## config.mk

```make
export PLATFORM = sky130hd
export DESIGN_NAME = div_check_seq
export DESIGN_NICKNAME = d
export VERILOG_FILES = /design/src/rtl/div_pkg.sv /design/src/rtl/div_check_seq_mod_step.sv /design/src/rtl/div_check_seq.sv
export SDC_FILE = /design/constraint.sdc
export NUM_CORES = 1
export LEC_CHECK = 0
export CORE_ASPECT_RATIO = 0.75
export CORE_MARGIN = 2
export CORE_UTILIZATION = 30
export DETAILED_ROUTE_END_ITERATION = 10
export PLACE_DENSITY = 0.5
export SLEW_MARGIN = 30
export SYNTH_ARGS = -nofsm -noshare
export SYNTH_HDL_FRONTEND = slang
export SYNTH_HIERARCHICAL = 1
export SYNTH_SLANG_ARGS = --single-unit
```

## constraint.sdc

```tcl
create_clock -name clk -period 3.7 [get_ports clk]
set_input_delay 0.555 -clock clk [delete_from_list [all_inputs] [get_ports clk]]
set_output_delay 0.555 -clock clk [all_outputs]
set_load 0.05 [all_outputs]
```

## src/rtl/div_pkg.sv

```systemverilog
// Shared types and helpers for the sequential divisibility checker.
package div_pkg;

  typedef enum logic [1:0] {
    IDLE = 2'd0,
    RUN  = 2'd1,
    DONE = 2'd2
  } state_t;

  // Remainder width: enough bits for 0..DIVISOR-1, never less than one.
  function automatic int calc_rw(input int divisor);
    int w;
    w = $clog2(divisor);
    return (w < 1) ? 1 : w;
  endfunction

endpackage

```

## src/rtl/div_check_seq_mod_step.sv

```systemverilog
// One MSB-first reduction step: folds a CHUNK-bit digit into a running remainder.
module mod_step #(
  parameter int DIVISOR = 3,
  parameter int CHUNK   = 4,
  parameter int RW      = 2
) (
  input  logic [RW-1:0]    rem_in,
  input  logic [CHUNK-1:0] chunk,
  output logic [RW-1:0]    rem_out
);

  localparam int AW = RW + CHUNK;
  localparam logic [AW-1:0] DIV_W = AW'(DIVISOR);

  logic [AW-1:0] acc_s;

  // Full-width concatenation so the mod sees every bit before any truncation.
  assign acc_s   = {rem_in, chunk};
  assign rem_out = RW'(acc_s % DIV_W);

endmodule

```

## src/rtl/div_check_seq.sv

```systemverilog
// Sequential divisible-by-DIVISOR checker: CHUNK bits per clock, MSB first,
// with valid/ready handshakes on the operand and on the result.
module div_check_seq
  import div_pkg::*;
#(
  parameter  int WIDTH   = 16,
  parameter  int DIVISOR = 3,
  parameter  int CHUNK   = 4,
  localparam int RW      = calc_rw(DIVISOR)
) (
  input  logic             clk,
  input  logic             rst,
  input  logic             in_valid,
  output logic             in_ready,
  input  logic [WIDTH-1:0] in_number,
  output logic             out_valid,
  input  logic             out_ready,
  output logic [RW-1:0]    out_remainder,
  output logic             out_divisible
);

  localparam int NCH = WIDTH / CHUNK;
  localparam int CW  = (NCH > 1) ? $clog2(NCH) : 1;

  if ((WIDTH % CHUNK) != 0 || DIVISOR < 2 || CHUNK < 1 || CHUNK > WIDTH) begin : g_bad_params
    $error("div_check_seq: WIDTH must be a multiple of CHUNK, 1<=CHUNK<=WIDTH, DIVISOR>=2");
  end

  state_t           state_r;
  logic [WIDTH-1:0] shift_r;
  logic [CW-1:0]    cnt_r;
  logic [RW-1:0]    rem_r;
  logic [RW-1:0]    rem_next_s;

  mod_step #(
    .DIVISOR (DIVISOR),
    .CHUNK   (CHUNK),
    .RW      (RW)
  ) u_step (
    .rem_in  (rem_r),
    .chunk   (shift_r[WIDTH-1 -: CHUNK]),
    .rem_out (rem_next_s)
  );

  // Control FSM, digit shifter, step counter and registered result outputs.
  always_ff @(posedge clk) begin
    if (rst) begin
      state_r       <= IDLE;
      in_ready      <= 1'b1;
      out_valid     <= 1'b0;
      out_remainder <= '0;
      out_divisible <= 1'b0;
      shift_r       <= '0;
      cnt_r         <= '0;
      rem_r         <= '0;
    end else begin
      case (state_r)
        IDLE: begin
          if (in_valid) begin
            shift_r  <= in_number;
            rem_r    <= '0;
            cnt_r    <= '0;
            in_ready <= 1'b0;
            state_r  <= RUN;
          end else begin
            in_ready <= 1'b1;
          end
        end
        RUN: begin
          rem_r   <= rem_next_s;
          shift_r <= shift_r << CHUNK;
          cnt_r   <= cnt_r + CW'(1);
          // The last digit's remainder goes straight to the output register.
          if (cnt_r == CW'(NCH - 1)) begin
            out_remainder <= rem_next_s;
            out_divisible <= (rem_next_s == RW'(0));
            out_valid     <= 1'b1;
            state_r       <= DONE;
          end else begin
            state_r <= RUN;
          end
        end
        DONE: begin
          if (out_ready) begin
            out_valid <= 1'b0;
            in_ready  <= 1'b1;
            state_r   <= IDLE;
          end else begin
            state_r <= DONE;
          end
        end
        default: begin
          state_r   <= IDLE;
          in_ready  <= 1'b1;
          out_valid <= 1'b0;
        end
      endcase
    end
  end

endmodule

```

==> results_dict.tcl <==
set metrics [dict create \
    coreArea_mm2 0.00479 \
    cts_resized 0 \
    period_share_pct 88.9 \
    critPathKind "register to register" \
    drive_gt1_share_pct 8.52 \
    post-route-drc-count 0 \
    final-hold-violation-count 0 \
    power_density_mw_per_mm2 391 \
    grt_pass1_wl_mm 5.55 \
    fp.dieW_um 84.8 \
    fmax_ghz 0.304 \
    critPathCaptureType "register" \
    post-route-util_pct 36.2 \
    crit_path_max_fanout 9 \
    place_congestion 0.722 \
    netlist_area_mm2 0.00147 \
    setup_viol 0 \
    dp_hpwl_mm 2.34 \
    io_buffers 24 \
    synth.avg_cell_area_um2 9.17 \
    worstHoldStart "out_remainder[1]" \
    cts_root_buffer "clkbuf_8" \
    wire_per_inst_um 13.7 \
    fp.dieH_um 64.6 \
    final_cell_mix "dfxtp_1, clkdlybuf4s50_1, nor2_1, mux2i_1, a211oi_1" \
    grt_max_degree 28 \
    crit_chain "nand3b_1 > o21ai_1 > o21ai_0 > inv_1 > ha_1 > a21oi_2 > o21ai_0 > ha_1 > or3_1 > a21oi_1 > a211oi_2 > or3_1 > a21oi_1" \
    cts_max_level 1 \
    place_area_mm2 0.00169 \
    syn-num-nets 183 \
    hold_class "register to register" \
    grtUsageTotal_pct 12.5 \
    swShare_pct 30.8 \
    initial_core_util_pct 30.6 \
    cts_max_path_buffers 2 \
    pin_count 25 \
    yosysWarnings 6 \
    cts-buffers-inserted 3 \
    cp_slowest_cell "dfxtp_1" \
    postRouteAntennaNets 0 \
    cpPeakStageDelay_ps 510 \
    regToRegStartpoint "rem_r[0]" \
    maxCapViolations 0 \
    tightest_slew_ps 516 \
    synth_cell_types 44 \
    layout.cells.most_common "dfxtp_1" \
    fp.dieArea_mm2 0.00547 \
    num_vias 1237 \
    post-cts-setup-buffer-count 0 \
    arrival_ps 3500 \
    synth-seq-cells 27 \
    numClockSinks 27 \
    tns_ps 0 \
    n_fill_cell 501 \
    multi_input_comb_area_um2 826 \
    regArea_um2 542 \
    cts_tree "yes" \
    syn_to_final_growth_pct 18.0 \
    stdcell_area_mm2 0.00173 \
    clk_latency_ps 270 \
    dr.pass1.iters 4 \
    internal-power_uw 469 \
    cts.clk_slew.worst_paths_ps 100 \
    maxSlewHeadroom_pct 65.6 \
    power_leakage_nw 0.621 \
    fin_crit_ps 3290 \
    power_uw 678 \
    cp.required_ps 3910 \
    rsz0062_at_grt "false" \
    layout.nets 200 \
    switching_power_uw 209 \
    grt_pass1_vias 1251 \
    cp-start-kind "register" \
    core.rowCount 22 \
    seqPwrFrac_pct 50.2 \
    outcome "finished, final reports clean" \
    fin_skew_ps 7.87 \
    synthCells 160 \
    seq_area_frac_synth_pct 36.8 \
    vias_per_cell 5.24 \
    n_antenna_cell 0 \
    clockPowerShare_pct 24.7 \
    wl_mm 3.22 \
    grt_overflow 0 \
    drv_slew 0 \
    ir_worst_vdd_mv 0.151 \
    holdBufCountCts 0 \
    crit_path_start "rem_r[0]" \
    drt-initial-drc-count 72 \
    antenna_found_initial 0 \
    combPwrFrac_pct 25.0 \
]
-- metal layers --
metal,vias to the layer above,global-route usage [%],wire (um)
met2,16,21.2,1440
met1,587,15.8,1630
met4,0,2.58,15
met5,-,0,0
met3,5,3.69,133
li1,629,-,-
-- critical path: cells and delay by family (launching register included) --
family	cells	cell delay (ps)
compound gates	7	1130
fa+ha+maj	2	550
buf+inv	1	80
flops	1	510
simple gates	3	950
-- flip-flops by register name, summed over array words and instances (netlist names) --
signal and count:
in_ready 1, state_r 2, out_remainder 2, rem_r 2, shift_r 16, cnt_r 2
out_valid 1, out_divisible 1
-- synth_stat cells (all sizes together) --
master | n | area [um2]
and2 | 1 | 6.26
o21bai | 1 | 7.51
ha | 3 | 37.5
nor3 | 3 | 15.0
nor2 | 20 | 75.1
a211oi | 14 | 110
nand2 | 4 | 15.0
and4bb | 2 | 25.0
mux2i | 13 | 130
nand3 | 7 | 35.0
nor3b | 1 | 7.51
o21ba | 1 | 10.0
o21ai | 10 | 50.0
o211ai | 4 | 45.1
a211o | 1 | 8.76
xnor2 | 2 | 17.5
a21oi | 12 | 63.8
nor4bb | 1 | 10.0
nand3b | 3 | 22.5
buf | 11 | 90.1
xor2 | 1 | 8.76
dfxtp | 27 | 541
o32ai | 1 | 8.76
a31oi | 1 | 6.26
clkbuf | 1 | 3.75
a2111oi | 1 | 15.0
or3 | 2 | 12.5
inv | 2 | 7.51
mux2 | 1 | 15.0
nand2b | 2 | 12.5
nor2b | 1 | 6.26
a22oi | 3 | 22.5
o311a | 1 | 10.0
a2bb2oi | 1 | 8.76
and2b | 1 | 7.51
-- per-stage QoR --
step	setup slack (ps)	hold slack, ps	std cells
global placement	627	449	232
finish	412	478	236
detailed placement	463	458	232
global route	134	502	236
CTS	426	478	236
floorplan	870	454	160
-- final timing paths --
kind	endpoint	slack (ps)	cells past startpoint
setup / recovery	out_divisible	410	13
hold / removal	out_remainder[1]	480	2
setup reg to reg	out_divisible	410	13
hold reg to reg	out_remainder[1]	480	2
-- cell type report --
type                       count  share of cell area [%]
clock inverter                 1                   0.289
sequential                    27                    31.3
multi-input combinational    119                    47.7
inverter                       2                   0.434
timing repair buffer          24                    13.6
clock buffer                   3                    2.38
tap                           60                    4.34
-- logic make-up after synthesis --
kind of cell    Yosys count  synth area share (%)
mux                      14                  9.89
simple gates             48                  17.0
compound gates           51                  25.0
fa+ha+maj                 3                  2.56
buf+inv                  14                  6.90
xor+xnor                  3                  1.79
flops                    27                  36.8
-- power groups by stage --
stage / logic [mW] / clock network (mW) / registers [mW]
6_report: 0.170 / 0.168 / 0.341
5_1_grt: 0.189 / 0.193 / 0.346
4_1_cts: 0.171 / 0.175 / 0.341
3_5_place_dp: 0.170 / 0 / 0.347
3_3_place_gp: 0.161 / 0 / 0.345
2_1_floorplan: 0.145 / 0 / 0.331
Note: power is estimated with default switching activity, not from simulation.
